### config.mk
export PLATFORM = sky130hd
export DESIGN_NAME = ram_sp_param_flat
export DESIGN_NICKNAME = d
export VERILOG_FILES = /design/src/rtl/ram_sp_param_pkg.sv /design/src/rtl/ram_sp_param_if.sv /design/src/rtl/ram_sp_param_clear_seq.sv /design/src/rtl/ram_sp_param.sv /design/src/flat_wrapper.sv
export SDC_FILE = /design/constraint.sdc
export NUM_CORES = 2
export LEC_CHECK = 0
export BUFFER_PORTS_ARGS = -buffer_cell sky130_fd_sc_hd__buf_4
export CORE_MARGIN = 1
export CORE_UTILIZATION = 60
export DETAILED_ROUTE_END_ITERATION = 8
export PLACE_DENSITY = 0.77
export SLEW_MARGIN = 10
export SYNTH_ARGS = -nofsm -noshare
export SYNTH_HDL_FRONTEND = slang
export SYNTH_SLANG_ARGS = --single-unit
### constraint.sdc
create_clock -name clk -period 4.1 [get_ports clk]
set_clock_uncertainty 0.05 [all_clocks]
set_input_delay 0.205 -clock clk [delete_from_list [all_inputs] [get_ports clk]]
set_output_delay 0.205 -clock clk [all_outputs]
set_load 0.01 [all_outputs]
### src/rtl/ram_sp_param_pkg.sv
// Shared types and helpers for the parametrised single-port RAM.
// The parity helper is only used when RAM_SP_PARAM_PARITY_EN is defined.
package ram_pkg;

  typedef enum logic {
    CLEAR = 1'b0,
    READY = 1'b1
  } ramState_e;

  localparam int DEFAULT_DATA_W = 16;
  localparam int DEFAULT_ADDR_W = 7;

  // Callers zero-extend their word into this width; extra zeros leave parity unchanged.
  localparam int PARITY_MAX_W = 1024;

  function automatic logic evenParity(input logic [PARITY_MAX_W-1:0] data);
    return ^data;
  endfunction

endpackage

### src/rtl/ram_sp_param_if.sv
// Request/response bundle for ram_sp_param: requests from master, read data and status from slave.
interface ram_sp_param_if import ram_pkg::*; #(
  parameter int DATA_W = DEFAULT_DATA_W,
  parameter int ADDR_W = DEFAULT_ADDR_W
);

  logic              r;
  logic              w;
  logic [ADDR_W-1:0] addr;
  logic [DATA_W-1:0] D;
  logic [DATA_W-1:0] o;
  logic              rvalid;
  logic              busy;
  logic              perr;

  modport master (
    output r, w, addr, D,
    input  o, rvalid, busy, perr
  );

  modport slave (
    input  r, w, addr, D,
    output o, rvalid, busy, perr
  );

endinterface

### src/rtl/ram_sp_param_clear_seq.sv
// Clear sequencer: after reset, sweeps every address once with a write enable,
// then parks in READY until the next reset.
module ram_clear_seq import ram_pkg::*; #(
  parameter int ADDR_W = DEFAULT_ADDR_W
) (
  input  logic              clk,
  input  logic              rst,
  output logic              busy_o,
  output logic              clrWe_o,
  output logic [ADDR_W-1:0] clrAddr_o
);

  ramState_e         state_q, state_d;
  logic [ADDR_W-1:0] ptr_q, ptr_d;

  always_ff @(posedge clk or posedge rst) begin
    if (rst) begin
      state_q <= CLEAR;
      ptr_q   <= '0;
    end else begin
      state_q <= state_d;
      ptr_q   <= ptr_d;
    end
  end

  always_comb begin
    state_d = state_q;
    ptr_d   = ptr_q;
    busy_o  = 1'b0;
    clrWe_o = 1'b0;
    case (state_q)
      CLEAR: begin
        busy_o  = 1'b1;
        clrWe_o = 1'b1;
        ptr_d   = ptr_q + 1'b1;
        // The pointer wraps to zero here, which is harmless because READY never reads it.
        if (ptr_q == '1) begin
          state_d = READY;
        end
      end
      READY: begin
        state_d = READY;
      end
      default: begin
        state_d = CLEAR;
      end
    endcase
  end

  assign clrAddr_o = ptr_q;

endmodule

### src/rtl/ram_sp_param.sv
// Parametrised single-port RAM with post-reset hardware clear and registered read.
// Define RAM_SP_PARAM_PARITY_EN to store an even-parity bit per word and report perr on reads.
module ram_sp_param import ram_pkg::*; #(
  parameter int DATA_W = DEFAULT_DATA_W,
  parameter int ADDR_W = DEFAULT_ADDR_W
) (
  input logic           clk,
  input logic           rst,
  ram_sp_param_if.slave bus
);

  localparam int DEPTH = 2 ** ADDR_W;
`ifdef RAM_SP_PARAM_PARITY_EN
  localparam int MEM_W = DATA_W + 1;
`else
  localparam int MEM_W = DATA_W;
`endif

  logic [MEM_W-1:0]  mem [DEPTH];

  logic              busy;
  logic              clrWe;
  logic [ADDR_W-1:0] clrAddr;

  logic              we;
  logic              rdEn;
  logic [ADDR_W-1:0] wAddr;
  logic [MEM_W-1:0]  wWord;
  logic [MEM_W-1:0]  rWord;

  logic [DATA_W-1:0] o_q, o_d;
  logic              rvalid_q, rvalid_d;

  ram_clear_seq #(.ADDR_W(ADDR_W)) u_clearSeq (
    .clk       (clk),
    .rst       (rst),
    .busy_o    (busy),
    .clrWe_o   (clrWe),
    .clrAddr_o (clrAddr)
  );

`ifdef RAM_SP_PARAM_PARITY_EN
  logic [PARITY_MAX_W-1:0] wExt;
  logic [PARITY_MAX_W-1:0] rExt;
  logic                    perr_q, perr_d;
`endif

  // While busy the sequencer owns the write port and user requests are dropped.
  always_comb begin
    rdEn = bus.r && !busy;
`ifdef RAM_SP_PARAM_PARITY_EN
    wExt = '0;
    wExt[DATA_W-1:0] = bus.D;
`endif
    if (busy) begin
      we    = clrWe;
      wAddr = clrAddr;
      wWord = '0;
    end else begin
      we    = bus.w;
      wAddr = bus.addr;
`ifdef RAM_SP_PARAM_PARITY_EN
      wWord = {evenParity(wExt), bus.D};
`else
      wWord = bus.D;
`endif
    end
  end

  always_ff @(posedge clk) begin
    if (we) begin
      mem[wAddr] <= wWord;
    end
  end

  assign rWord = mem[bus.addr];

  always_comb begin
    o_d      = rdEn ? rWord[DATA_W-1:0] : o_q;
    rvalid_d = rdEn;
  end

  always_ff @(posedge clk or posedge rst) begin
    if (rst) begin
      o_q      <= '0;
      rvalid_q <= 1'b0;
    end else begin
      o_q      <= o_d;
      rvalid_q <= rvalid_d;
    end
  end

`ifdef RAM_SP_PARAM_PARITY_EN
  always_comb begin
    rExt = '0;
    rExt[DATA_W-1:0] = rWord[DATA_W-1:0];
    perr_d = rdEn && (rWord[DATA_W] != evenParity(rExt));
  end

  always_ff @(posedge clk or posedge rst) begin
    if (rst) begin
      perr_q <= 1'b0;
    end else begin
      perr_q <= perr_d;
    end
  end

  assign bus.perr = perr_q;
`else
  assign bus.perr = 1'b0;
`endif

  assign bus.o      = o_q;
  assign bus.rvalid = rvalid_q;
  assign bus.busy   = busy;

endmodule

### src/flat_wrapper.sv
// flat-port wrapper written by rule: the top's interface ports become plain ports
module ram_sp_param_flat import ram_pkg::*;
#(
  parameter int DATA_W = DEFAULT_DATA_W,
  parameter int ADDR_W = DEFAULT_ADDR_W
)
  (clk, rst, bus_r, bus_w, bus_addr, bus_D, bus_o, bus_rvalid, bus_busy, bus_perr);
  ram_sp_param_if #(.DATA_W(DATA_W), .ADDR_W(ADDR_W)) bus_i ();
  input logic clk;
  input logic rst;
  input wire logic [$bits(bus_i.r)-1:0] bus_r;
  input wire logic [$bits(bus_i.w)-1:0] bus_w;
  input wire logic [$bits(bus_i.addr)-1:0] bus_addr;
  input wire logic [$bits(bus_i.D)-1:0] bus_D;
  output wire logic [$bits(bus_i.o)-1:0] bus_o;
  output wire logic [$bits(bus_i.rvalid)-1:0] bus_rvalid;
  output wire logic [$bits(bus_i.busy)-1:0] bus_busy;
  output wire logic [$bits(bus_i.perr)-1:0] bus_perr;
  assign bus_i.r = bus_r;
  assign bus_i.w = bus_w;
  assign bus_i.addr = bus_addr;
  assign bus_i.D = bus_D;
  assign bus_o = bus_i.o;
  assign bus_rvalid = bus_i.rvalid;
  assign bus_busy = bus_i.busy;
  assign bus_perr = bus_i.perr;
  ram_sp_param #(.DATA_W(DATA_W), .ADDR_W(ADDR_W)) u_core (.clk(clk), .rst(rst), .bus(bus_i));
endmodule
==> metrics.txt <==
Post-Syn Area=81000 µm²; Vias/cell=6.79; routed via count=42.8k; first-pass GRT wire length=290000 µm; crit path max fanout=20; first drt pass iteration count=8; hpwl dp=117000 µm; Pwr Total=41.4 mW; cell breakdown of the critical path=buf_4 > mux2i_1 > nand3_1 > buf_4 > nor2_1 > buf_4; Synth Area in Adders=0.0155%; Tot GR Track Use=29.7%; fillers=8061; Post-Syn Area per Cell=19.8 µm²; Critical Path RT=4.56 ns; CTS Buf Count=192; crit end category=flip-flop; worst setup path class=flip-flop to flip-flop; sequential cell area=62100 µm²; Area Overhead vs Synth=12.3%; clk sinks=2073; Yosys reg bits=2073; die area=136000 µm²; WP data arrival=3.55 ns; cell leakage power=25.3 nW; Fmax achieved=324 MHz; Seq/Total Area, Yosys=76.7%; clock tree buffer depth=3; area of the multi-input gates=17500 µm²; n_diodes=0; Post-synth EDFFs=2048; antenna violations before repair=6; Synth Area in Compound Gates=4.49%; Final Hold Vio Count=0; Worst Setup Start Kind=flip-flop; failing checks=DRC; DRT antenna net count=0; slowest stage delay, CP=0.61 ns; Hold Path Class=input pin to flip-flop; Final Non-Filler Cells=6313; Final Routed Wirelength=201000 µm; Placed Cells=5954; syn_nets=4121; largest net degree at the start of global routing=129; Clock Latency Late Sink=0.85 ns; setup TNS=0 ns; Worst slew margin=18.0%; post-synthesis simple-gate area fraction=2.34%; min cycle time layout=3.09 ns; Synth cell types=55; fin nets=4414; post-synthesis xor/xnor area fraction=0.0649%; status=finished with violations; WL/cell=31.9 µm; Power Dens Cells=456 nW/µm²; Synth top area share=76.0%; layout cell share with drive strength beyond 1=23.0%; RSZ-0062 raised after global routing=no; Die X=369 µm; final setup vio count=0; Synth Flop Type=edfxtp_1; top cell type by total area after synthesis=edfxtp_1; Slew @ Worst Pin=1.22 ns; row count=134; maximum VDD drop=0.489 mV; CTS tree=yes; H-tree depth=4; core area=134000 µm²; largest family of logic cells by synthesized area=multiplexers; Synth area leaders=edfxtp_1 76%, mux4_2 7.4%, mux2i_1 5.0%; Async SR Flop Fraction=1.21%; final slew viol count=0; GPL Wtd Cong=0.910; die height=369 µm; slowest stage cell, crit path=nand3_1; most numerous cell on the critical path=buf_4; number of remaining DRC errors=3; Ys Warns=0; post-synthesis mux area share=14.6%; MaxCap Viol Count=0; Tcrit/Tclk final=75.3%; drt first-iter violations=6447; I/O Buffers=44; Initial Utilization=60.6%; CTS Root Cell=clkbuf_16; clk slew on worst S/H paths=0.06 ns; gr ovfl total=0; IO Pins=46; Post-Syn Instances=4093; vias in the first global route=41.9k
-- final timing paths --
kind,startpoint,cells past startpoint,slack (ns),to
worst max-delay path,u_core.u_clearSeq.state_q$_DFF_PP0_,6,1.01,u_core.mem[28][7]$_DFFE_PP_
worst min-delay path,bus_D[10],3,0.05,u_core.mem[5][10]$_DFFE_PP_
worst max register to register,u_core.u_clearSeq.state_q$_DFF_PP0_,6,1.01,u_core.mem[28][7]$_DFFE_PP_
worst min register to register,u_core.u_clearSeq.clrAddr_o[5]$_DFFE_PP0N_,1,0.47,u_core.u_clearSeq.clrAddr_o[5]$_DFFE_PP0N_
max in group asynchronous,rst,5,3.03,u_core.u_clearSeq.clrAddr_o[1]$_DFFE_PP0N_
min in group asynchronous,rst,5,0.59,u_core.bus.o[14]$_DFFE_PP0P_
-- layout make-up --
cell class,count,share of cell area [%]
Sequential cell,2073,68.4
Multi-Input combinational cell,1769,19.2
Clock buffer,252,5.65
Timing Repair Buffer,341,3.30
Tap cell,1768,2.43
Clock inverter,101,1.01
Inverter,9,0.0372
-- cells in the final DEF (no fill, tap or decap), types with 56 or more instances in the layout --
cell / instances
nor2_1: 251
buf_4: 299
nand2_1: 56
o221ai_1: 56
mux2i_1: 407
mux4_2: 266
o22ai_1: 162
edfxtp_1: 2048
clkbuf_16: 195
mux2_2: 155
-- critical path, delay by kind of cell, from the launching register on --
kind / cells / cell delay (ns)
buffers and inverters: 3 / 0.98
and+or+nand+nor: 2 / 0.75
muxes: 1 / 0.59
DFF: 1 / 0.39
-- registers in the layout, indices dropped and copies added (netlist names) --
register,flops
u_core.u_clearSeq.clrAddr_o,7
u_core.bus.o,16
u_core.bus.rvalid,1
u_core.mem,2048
u_core.u_clearSeq.state_q,1
-- cell families (layout without fill, tap and decap cells) --
family / after synthesis / after routing
fa+ha+maj: 1 / 1
other cells: 1 / 1
xor+xnor: 6 / 6
buf+inv: 251 / 703
compound gates: 499 / 499
flops: 2073 / 2073
simple gates: 434 / 434
mux: 828 / 828
-- metal layers --
layer / GRT usage, % / up-vias / wire (µm)
li1: - / 17431 / -
met1: 42.6 / 22095 / 76000
met2: 45.0 / 2878 / 93900
met3: 6.30 / 435 / 22800
met4: 12.2 / 4 / 8530
met5: 0 / - / 22
-- through the flow --
stage                     hold slack (ns)  setup WS, ns  util [%]  instance area, µm²
final                              0.0515          1.01      68.0               90900
after global routing               0.0388         0.943      68.0               90900
after CTS                          0.0221          1.11      68.0               90900
after detailed placement            0.313         0.453      63.4               84800
after global placement              0.308         0.417      63.4               84800
after floorplan                     0.182         0.602         -               81000
-- what timing repair did --
| item | CTS | global route |
|---|---|---|
| setup buffers | 0 | 0 |
| gates resized for setup | 0 | 0 |
| hold buffers | 6 | 0 |
| hold endpoints to repair | 64 | 0 |
-- report_power, final --
group / internal (mW) / switching [mW]
registers: 22.9 / 0
clock network: 9.55 / 7.72
logic: 0.441 / 0.779
-- synthesized netlist by cell type, drive strengths merged, types with 3 or more instances --
master      n
nor4        6
o31ai      28
nand2b      9
o221ai     56
a221oi     12
edfxtp   2048
o211ai     20
mux2      155
nand2      57
a211o      17
o2111ai     4
and2       20
nor2      252
nor2b      46
o32ai       5
or2         3
nor3       25
o32a        5
inv         7
o22ai     162
o41ai      13
a211oi     39
dfrtp      25
a22oi      22
nand3      14
clkbuf     88
o21ai      29
mux2i     407
a221o      16
buf       154
mux4      266
xnor2       5
a2111oi    21
a21oi      41
Power figures use the tool's default switching activity.
